## src/rtl/sample_feeder.sv

```systemverilog
// ---------------------------------------------------------------------------
// sample_feeder: buffers loader samples and emits one every DIV clocks with a
// one-cycle ready strobe.                                          Rev 1.0
// ---------------------------------------------------------------------------
`default_nettype none

module sample_feeder #(
   parameter int WIDTH = 16,
   parameter int DEPTH = 16,
   parameter int DIV   = 128,
   parameter int CNT_W = 17
) (
   input  logic             clk,
   input  logic             rst_n,
   input  logic             enable,
   input  logic             wr_en,
   input  logic [WIDTH-1:0] wr_data,
   output logic             full,
   output logic             empty,
   output logic [WIDTH-1:0] input_sig,
   output logic             ready,
   output logic             underrun,
   output logic             overflow,
   output logic [CNT_W-1:0] sent_cnt
);

   localparam int AW = $clog2(DEPTH);
   localparam int DW = $clog2(DIV);
   localparam logic [DW-1:0] DIV_LAST  = DW'(DIV - 1);
   localparam logic [AW:0]   DEPTH_CNT = (AW + 1)'(DEPTH);

   logic [DW-1:0]    div_q, div_d;
   logic [AW-1:0]    wr_ptr_q, rd_ptr_q;
   logic [AW:0]      count_q, count_d;
   logic             full_q, empty_q;
   logic [WIDTH-1:0] sig_q, sig_d;
   logic             ready_q, ready_d;
   logic             under_q, under_d;
   logic             over_q, over_d;
   logic [CNT_W-1:0] cnt_q, cnt_d;
   logic [WIDTH-1:0] mem_q [DEPTH];

   logic tick, pop, push, occ_full, occ_empty;

   // Occupancy is judged on the count before this cycle's write.
   always_comb begin
      tick      = enable && (div_q == DIV_LAST);
      occ_full  = (count_q == DEPTH_CNT);
      occ_empty = (count_q == '0);
      pop       = tick && !occ_empty;
      push      = wr_en && (!occ_full || pop);
   end

   always_comb begin
      div_d = '0;
      if (enable && !tick) begin
         div_d = div_q + 1'b1;
      end

      count_d = count_q;
      case ({push, pop})
         2'b10:   count_d = count_q + 1'b1;
         2'b01:   count_d = count_q - 1'b1;
         default: count_d = count_q;
      endcase

      sig_d   = sig_q;
      ready_d = 1'b0;
      cnt_d   = cnt_q;
      if (pop) begin
         sig_d   = mem_q[rd_ptr_q];
         ready_d = 1'b1;
         cnt_d   = cnt_q + 1'b1;
      end

      under_d = under_q || (tick && occ_empty);
      over_d  = over_q || (wr_en && occ_full && !pop);
   end

   always_ff @(posedge clk or negedge rst_n) begin
      if (!rst_n) begin
         div_q    <= '0;
         wr_ptr_q <= '0;
         rd_ptr_q <= '0;
         count_q  <= '0;
         full_q   <= 1'b0;
         empty_q  <= 1'b1;
         sig_q    <= '0;
         ready_q  <= 1'b0;
         under_q  <= 1'b0;
         over_q   <= 1'b0;
         cnt_q    <= '0;
      end else begin
         div_q    <= div_d;
         wr_ptr_q <= push ? wr_ptr_q + 1'b1 : wr_ptr_q;
         rd_ptr_q <= pop ? rd_ptr_q + 1'b1 : rd_ptr_q;
         count_q  <= count_d;
         full_q   <= (count_d == DEPTH_CNT);
         empty_q  <= (count_d == '0);
         sig_q    <= sig_d;
         ready_q  <= ready_d;
         under_q  <= under_d;
         over_q   <= over_d;
         cnt_q    <= cnt_d;
      end
   end

   // Storage needs no reset: pointers and count define what is valid.
   always_ff @(posedge clk) begin
      if (push) begin
         mem_q[wr_ptr_q] <= wr_data;
      end
   end

   assign full      = full_q;
   assign empty     = empty_q;
   assign input_sig = sig_q;
   assign ready     = ready_q;
   assign underrun  = under_q;
   assign overflow  = over_q;
   assign sent_cnt  = cnt_q;

endmodule

`default_nettype wire
```

## config.mk

```make
export PLATFORM = sky130hd
export DESIGN_NAME = sample_feeder
export DESIGN_NICKNAME = d
export VERILOG_FILES = /design/src/rtl/sample_feeder.sv
export SDC_FILE = /design/constraint.sdc
export NUM_CORES = 1
export LEC_CHECK = 0
export ABC_AREA = 1
export CAP_MARGIN = 0
export CORE_MARGIN = 2
export CORE_UTILIZATION = 25
export CTS_BUF_LIST = sky130_fd_sc_hd__clkbuf_8 sky130_fd_sc_hd__clkbuf_16
export DETAILED_ROUTE_END_ITERATION = 10
export PLACE_DENSITY = 0.39
export SLEW_MARGIN = 20
export SYNTH_ARGS = -nofsm -noshare
export SYNTH_HDL_FRONTEND = slang
export SYNTH_SLANG_ARGS = --single-unit
```

## constraint.sdc

```tcl
create_clock -name clk -period 3.3 [get_ports clk]
set_input_delay 0.495 -clock clk [delete_from_list [all_inputs] [get_ports clk]]
set_output_delay 0.495 -clock clk [all_outputs]
set_load 0.02 [all_outputs]
```

---- Word level (Yosys, flattened, before mapping) ----
Memory sizes are Yosys's and may differ from the RTL's. A register that Yosys moved wholly into a read port is not among the register bits.
Cells that the tools add are included.
operators by class
  multiplexer cells ....................... 5
  add/subtract/negate cells ............... 6
  reductions and logical operators ........ 17
  equality and inequality tests ........... 5
operators by type and width
  kind                     number
  $add A17 B1 Y17 const B  1
  $eq A5 B5 Y1 const B     2
  $logic_not A5 Y1         2
  $pmux W5 S2              1
  $add A4 B1 Y4 const B    2
  $add A7 B1 Y7 const B    1
  $eq A7 B7 Y1 const B     1
  $logic_and A1 B1 Y1      7
  $mux W7                  1
  $add A5 B1 Y5 const B    1
  $logic_not A1 Y1         5
  $sub A5 B1 Y5 const B    1
  $logic_or A1 B1 Y1       3
  $mux W1                  3
  $eq A2 B1 Y1 const B     1
  $eq A2 B2 Y1 const B     1
word-level totals
  RAM bits ................................ 256
  input port bits ......................... 20
  flip-flop bits (word level) ............. 42
  logic and storage cells ................. 44
  output and inout port bits .............. 38
  memories kept ........................... 1
memory list
  memory  words  width  read ports  clocked after Yosys merged registers in  wr ports  RTL line  source
  mem_q   16     16     1           1                                        1         41        logic [WIDTH-1:0] mem_q [DEPTH];

---- Depth between registers and ports, before layout ----
Gate-level depths: netlist of the first run.
  depth after elaboration ................. 8
  gate-level depth with buffers ........... 19
  mapped depth without buffers ............ 19

---- Least setup slack after synthesis of the first run ----
No wires, ideal clock.
  kind .................................... flip-flop to flip-flop
  start point ............................. reg div_q[0]
  end point ............................... mem mem_q[11][0], enable pin
  path buffers ............................ 0
  library setup time ...................... 388 ps
  path slack .............................. 986 ps
  period minus slack after synthesis ...... 2314 ps
  data arrival time ....................... 1926 ps
  stages on the path, launching flop included .. 10
  data required time ...................... 2912 ps
  cells stage by stage .................... dfrtp_1 ha_1 nand2_1 nor2_4 nand3_1 nand2_1 nand2_1 inv_2 nand2_1 nor2_1
between the ends
  cells in the longest elaborated chain, start to end .. 7
RTL lines
  what                           RTL line  source
  start: declaration             32        logic [DW-1:0] div_q, div_d;
  start signal: assignment       94        div_q <= div_d;
  $eq A7 B7 Y1                   47        tick = enable && (div_q == DIV_LAST);
  $logic_and A1 B1 Y1            47
  $logic_and A1 B1 Y1            50        pop = tick && !occ_empty;
  $logic_or A1 B1 Y1             51        push = wr_en && (!occ_full || pop);
  $logic_and A1 B1 Y1            51
  $mux W1                        110       if (push) begin
  $mux W1 (implied by the code)  111       mem_q[wr_ptr_q] <= wr_data;
  end: declaration               41
No other way between the ends.

---- Final worst setup path of the first run ----
  start point ............................. reg div_q[0]
  end point ............................... mem mem_q[14][14], enable pin
Same word-level chain as after synthesis.

==> flow_summary.yaml, run 1 <==
status:
  status: "finished clean"
flow_run:
  maxCapViolCount: 0
logic_synthesis:
  syn_inst: 962
  synth_ff_type: "edfxtp_1"
  synth-edff-count: 256
  syn_nets: 990
  netlist_area_um2: 12500
  synth.distinct_cells: 36
  ys_ff_latch: 314
  postSynthAreaPerCell_um2: 13.0
  ys.warnings.count: 0
  seq_area_frac_synth_pct: 73.1
  synthArstFlopShare_pct: 18.5
timing:
  fin_crit_ns: 2.37
  worst_pin_slew_ns: 0.864
  hold_ws_ns: 0.457
  setup_slack_ns: 0.930
  max-slew-margin-rel_pct: 42.4
  rsz0062_at_grt: "no"
  drv_slew: 0
  hold_viol: 0
  setup_violations: 0
  fin_crit_sh_pct: 71.8
  max_freq_mhz: 422
  setup_tns_ns: 0
  skew_ns: 0.0236
cts:
  ctsResizeCount: 0
  cts.root.buffer_cell: "clkbuf_16"
  clkTransAtPathRegs_ns: 0.06
  cts_sinks: 314
  clk-insertion-delay-late_ns: 0.55
  cts_buffers: 37
  cts_tree: "built"
  ctsHoldBuffers: 1
  clockBufferDepth: 3
  h-tree-depth: 2
  post-cts-setup-buffers: 0
critical_path:
  reg2reg_slack_ns: 0.93
  cp_common_cell: "nand2_1"
  cp.required_ns: 3.53
  r2r.worst_path.cells: 10
  crit_type: "register to register"
  worst_path_max_delay_cell: "dfrtp_1"
  end_kind: "register"
  path_max_fanout: 8
  worstReg2RegStart: "div_q[0]"
  arrival_ns: 2.60
  start_kind: "register"
  cp_slowest_stage_delay_ns: 0.37
  worstPathCellList: "ha_1 > nand2_1 > nor2_4 > nand3_1 > nand2_1 > nand2_1 > inv_2 > nand2_1 > nor2_2 > buf_4"
  timing.rr.end: "mem_q[14][14]"
hold_path:
  hp-start: "div_q[0]"
  hold_end: "div_q[0]"
  holdCritPathClass: "register to register"
  min_path_cells: 1
power_and_ir_drop:
  irDropWorstVdd_mv: 0.288
  seq_power_share_pct: 47.7
  clkPwrFrac_pct: 43.2
  power.switching_mw: 2.42
  p_int_mw: 7.60
  switching_share_pct: 24.1
  powerDensity_nw_per_um2: 651
  p_leak_nw: 5.30
  finalPower_mw: 10.0
  power_frac_comb_pct: 9.1
global_route:
  grt_pass1_wl_mm: 52.7
  first_global_vias: 8071
  grt.overflow.total: 0
  met1_usage_pct: 18.4
  globalRouteMet3Util_pct: 2.48
  grt_util_met2_pct: 23.6
  grtUsageTotal_pct: 13.9
  grt_antenna_before_repair: 0
  busiest_layer: "met2"
  grt_max_degree: 99
floorplan:
  design.die.area_um2: 51800
  rows: 81
  chipHeight_um: 228
  coreArea_um2: 49200
  num_io_pins: 58
  start_util_pct: 25.4
  fp.dieW_um: 228
routing:
  drt_wl_total_mm: 35.3
  vias: 7869
  drtAntennaViolNets: 0
  initialDrtViolationCount: 546
  drc: 0
  drt_pass1_iterations: 4
  via_per_inst: 4.56
  routedWlPerCell_um: 20.4
place:
  hpwl_mm: 20.0
  numPortBuffers: 57
  gp_congestion: 0.711
  place_ws_ns: 0.649
finish:
  synthToLayoutAreaGrowth_pct: 23.1
  layout_common_cells: "256 x edfxtp_1, 163 x nor2_1, 131 x o21ai_0, 56 x clkdlybuf4s50_1, 54 x dfrtp_1"
  final_util_pct: 31.3
  drive_gt1_share_pct: 12.0
  layout_commonest_cell: "edfxtp_1"
  n_fill_cell: 4934
  num-nets-final: 1063
  n_antenna_cell: 0
[power groups by stage]
stage	Combinational, mW	Sequential, mW	Clock (mW)
finish	0.910	4.78	4.32
floorplan	0.448	4.85	0
global route	1.02	4.81	4.62
CTS	0.931	4.78	4.45
detailed placement	0.927	4.86	0
global placement	0.941	4.87	0
[synth_stat cells (2+ instances only)]
library cell / n / area (µm²)
o22ai_1: 23 / 144
inv_1: 32 / 120
clkinv_1: 2 / 7.51
nand4_1: 6 / 37.5
nand3_1: 28 / 140
dfrtp_1: 57 / 1430
xnor2_1: 9 / 78.8
o221ai_1: 41 / 359
edfxtp_1: 256 / 7690
nand2_2: 4 / 25.0
nand2_1: 53 / 199
inv_2: 2 / 7.51
clkbuf_1: 51 / 191
o211ai_1: 23 / 173
buf_2: 5 / 25.0
nor2_1: 179 / 672
a31oi_1: 16 / 100
a21oi_1: 3 / 15.0
ha_1: 8 / 100
nor3_1: 4 / 20.0
o21bai_1: 3 / 22.5
o21ai_0: 131 / 656
xor2_1: 13 / 114
[state kept, by name, indices dropped and copies added, names as in the netlist, 4 cells and up]
name and cells:
count_q 5, div_q 7, input_sig 16, mem_q 256, rd_ptr_q 4, sent_cnt 17, wr_ptr_q 4
[worst max-delay path by stage]
stage,from,end,slack (ns),cells after the start
global placement,enable,full,0.69,15
CTS,div_q[0],mem_q[15][1],0.85,10
global route,div_q[0],full,0.67,18
finish,div_q[0],mem_q[14][14],0.93,10
detailed placement,enable,mem_q[15][8],0.65,8
floorplan,div_q[0],mem_q[11][0],0.99,9
[critical path, delay by kind of cell (launching register included)]
kind | cells | cell delay [ns]
simple gates | 7 | 1.08
buf+inv | 2 | 0.41
flops | 1 | 0.37
fa+ha+maj | 1 | 0.18
[logic make-up (layout without fill, tap and decap cells)]
kind of cell / count (synthesis) / in the layout / synth area share [%]
buffers and inverters: 92 / 193 / 2.81
AOI/OAI and AO/OA: 240 / 240 / 11.7
xor gates and xnor gates: 23 / 23 / 1.67
and+or+nand+nor: 285 / 285 / 9.86
DFF: 314 / 314 / 73.1
adders and majority gates: 8 / 8 / 0.801
[layer usage]
metal,share of wire (%),vias to the layer above,wire (µm)
li1,-,3691,-
met1,46,3994,16100
met2,49,141,17100
met3,3.8,43,1350
met4,2.0,0,694
met5,0,-,0
[layout make-up]
type | instances | area, µm² | area share [%]
Sequential cell | 314 | 9150 | 59.4
Multi-Input combinational cell | 556 | 3050 | 19.8
Clock buffer | 40 | 967 | 6.28
Timing Repair Buffer | 90 | 953 | 6.19
Tap cell | 664 | 831 | 5.40
Clock inverter | 27 | 312 | 2.02
Inverter | 36 | 136 | 0.886
[per-stage QoR]
step                std cells  instance area, µm²
floorplan                 962               12500
global placement         1659               14100
detailed placement       1659               14100
CTS                      1727               15400
global route             1727               15400
finish                   1727               15400
(Power assumes the default switching activity.)
==> run 2: changes to the inputs <==
==> constraint.sdc (replaced) <==
create_clock -name clk -period 2.3 [get_ports clk]
set_input_delay 0.345 -clock clk [delete_from_list [all_inputs] [get_ports clk]]
set_output_delay 0.345 -clock clk [all_outputs]
set_load 0.02 [all_outputs]
==> flow_summary.yaml, run 2 (synthesized netlist as in run 1, its figures left out) <==
status:
  status: "finished clean"
power_and_ir_drop:
  powerDensity_nw_per_um2: 914
  irDropWorstVdd_mv: 0.400
  finalPower_mw: 14.4
  p_leak_nw: 5.51
flow_run:
  maxCapViolCount: 0
routing:
  vias: 7983
  drc: 0
  drtAntennaViolNets: 0
  via_per_inst: 4.53
  routedWlPerCell_um: 19.5
  drt_wl_total_mm: 34.3
  initialDrtViolationCount: 555
  drt_pass1_iterations: 5
place:
  post_dp_cell_area_um2: 14400
  gp_congestion: 0.720
  numPortBuffers: 57
  hpwl_mm: 20.7
  dp_cells: 1687
finish:
  num-nets-final: 1096
  regArea_um2: 9150
  stdcell_area_um2: 15700
  final_util_pct: 32.0
  n_fill_cell: 4901
  layout_common_cells: "256 x edfxtp_1, 163 x nor2_1, 131 x o21ai_0, 56 x clkdlybuf4s50_1, 54 x dfrtp_1"
  layout_commonest_cell: "edfxtp_1"
  instances_no_fill: 1761
  n_antenna_cell: 0
  multi_input_area_um2: 3120
  drive_gt1_share_pct: 16.0
  regMostFlops: "mem_q"
  synthToLayoutAreaGrowth_pct: 26.0
  largest_reg_flops: 256
cts:
  clkTransAtPathRegs_ns: 0.06
  cts_buffers: 37
  cts_tree: "built"
  clockBufferDepth: 3
  clk-insertion-delay-late_ns: 0.54
  cts.root.buffer_cell: "clkbuf_16"
  h-tree-depth: 2
  cts_sinks: 314
global_route:
  first_global_vias: 7876
  grt_antenna_before_repair: 0
  grt_pass1_wl_mm: 51.8
  grt.overflow.total: 0
  grt_max_degree: 89
  grtUsageTotal_pct: 13.5
critical_path:
  worstPathCellList: "ha_2 > nand2_2 > nor2_4 > nand2_4 > nor2_8 > nand4_1 > nand2_2 > inv_2 > ha_4 > inv_2 > nand2_2 > inv_2 > nand2_1 > nand3_1 > nand2_1 > nor2_1 > nand3_1 > nor2_1"
  worst_path_max_delay_cell: "dfrtp_1"
  timing.rr.end: "full"
  path_max_fanout: 3
  cp.required_ns: 2.77
  reg2reg_slack_ns: 0.11
  start_kind: "register"
  r2r.worst_path.cells: 18
  arrival_ns: 2.66
  end_kind: "register"
  worstReg2RegStart: "div_q[0]"
  cp_slowest_stage_delay_ns: 0.36
  crit_type: "register to register"
floorplan:
  chipHeight_um: 228
  start_util_pct: 25.4
  coreArea_um2: 49200
  fp.dieW_um: 228
  rows: 81
  num_io_pins: 58
  design.die.area_um2: 51800
timing:
  setup_violations: 0
  skew_ns: 0.0249
  hold_viol: 0
  fin_crit_sh_pct: 95.2
  rsz0062_at_grt: "yes"
  setup_tns_ns: 0
  max_freq_mhz: 457
  drv_slew: 0
  max-slew-margin-rel_pct: 53.0
  worst_pin_slew_ns: 0.702
  fin_crit_ns: 2.19
hold_path:
  holdCritPathClass: "primary input to asynchronous set/reset pin"
## run 2: cell count changes in the layout (fill, tap and decap cells not counted), moves of 3 or more
cell and delta:
buf_4 +30, buf_12 +3, bufinv_16 -3, clkbuf_8 +3
nand2_2 +6, nand2_1 -7
## run 2: worst max-delay path by stage
| stage | from | end | cells past startpoint |
|---|---|---|---|
| floorplan | div_q[0] | mem_q[11][0] | 9 |
| global route | div_q[0] | full | 18 |
| global placement | enable | mem_q[10][6] | 8 |
| CTS | div_q[0] | mem_q[9][7] | 10 |
| finish | div_q[0] | full | 18 |
| detailed placement | enable | mem_q[10][11] | 8 |
## run 2: critical path: cells and delay by family (launching register included)
| kind | cells | cell delay, ns |
|---|---|---|
| fa+ha+maj | 2 | 0.33 |
| buf+inv | 3 | 0.13 |
| flops | 1 | 0.36 |
| simple gates | 13 | 1.28 |
## run 2: stage by stage
| stage | setup slack [ns] | hold WS, ns |
|---|---|---|
| global placement | -0.0169 | 0.399 |
| floorplan | -0.0141 | 0.0494 |
| CTS | 0.0280 | 0.336 |
| global route | -0.128 | 0.397 |
| finish | 0.111 | 0.342 |
| detailed placement | -0.0552 | 0.398 |
## run 2: metal layers
| layer | vias up | wire length, µm | global-route usage, % |
|---|---|---|---|
| met5 | - | 0 | 0 |
| met4 | 0 | 535 | 3.65 |
| met3 | 39 | 1390 | 2.24 |
| met2 | 145 | 15900 | 21.4 |
| met1 | 4044 | 16500 | 19.3 |
| li1 | 3755 | - | - |
## run 2: where the power goes
part | internal [mW] | switching (mW)
Sequential | 6.70 | 0.168
Clock | 3.72 | 2.37
Combinational | 0.495 | 0.945
## run 2: layout make-up
class                   count  area share (%)
clock buffers              45            6.72
inverters                  36           0.882
clock inverters            23            1.37
well taps                 664            5.28
flip-flops and latches    314            58.1
repair buffers            123            7.87
multi-input cells         556            19.8
## run 2: repair_timing
| item | CTS | global route |
|---|---|---|
| pin swaps | 0 | 14 |
| resized for setup | 1 | 19 |
| hold buffers | 1 | 0 |
| endpoints found under the setup margin | 4 | 251 |
| endpoints found under the hold margin | 57 | 0 |
| setup buffers | 0 | 5 |
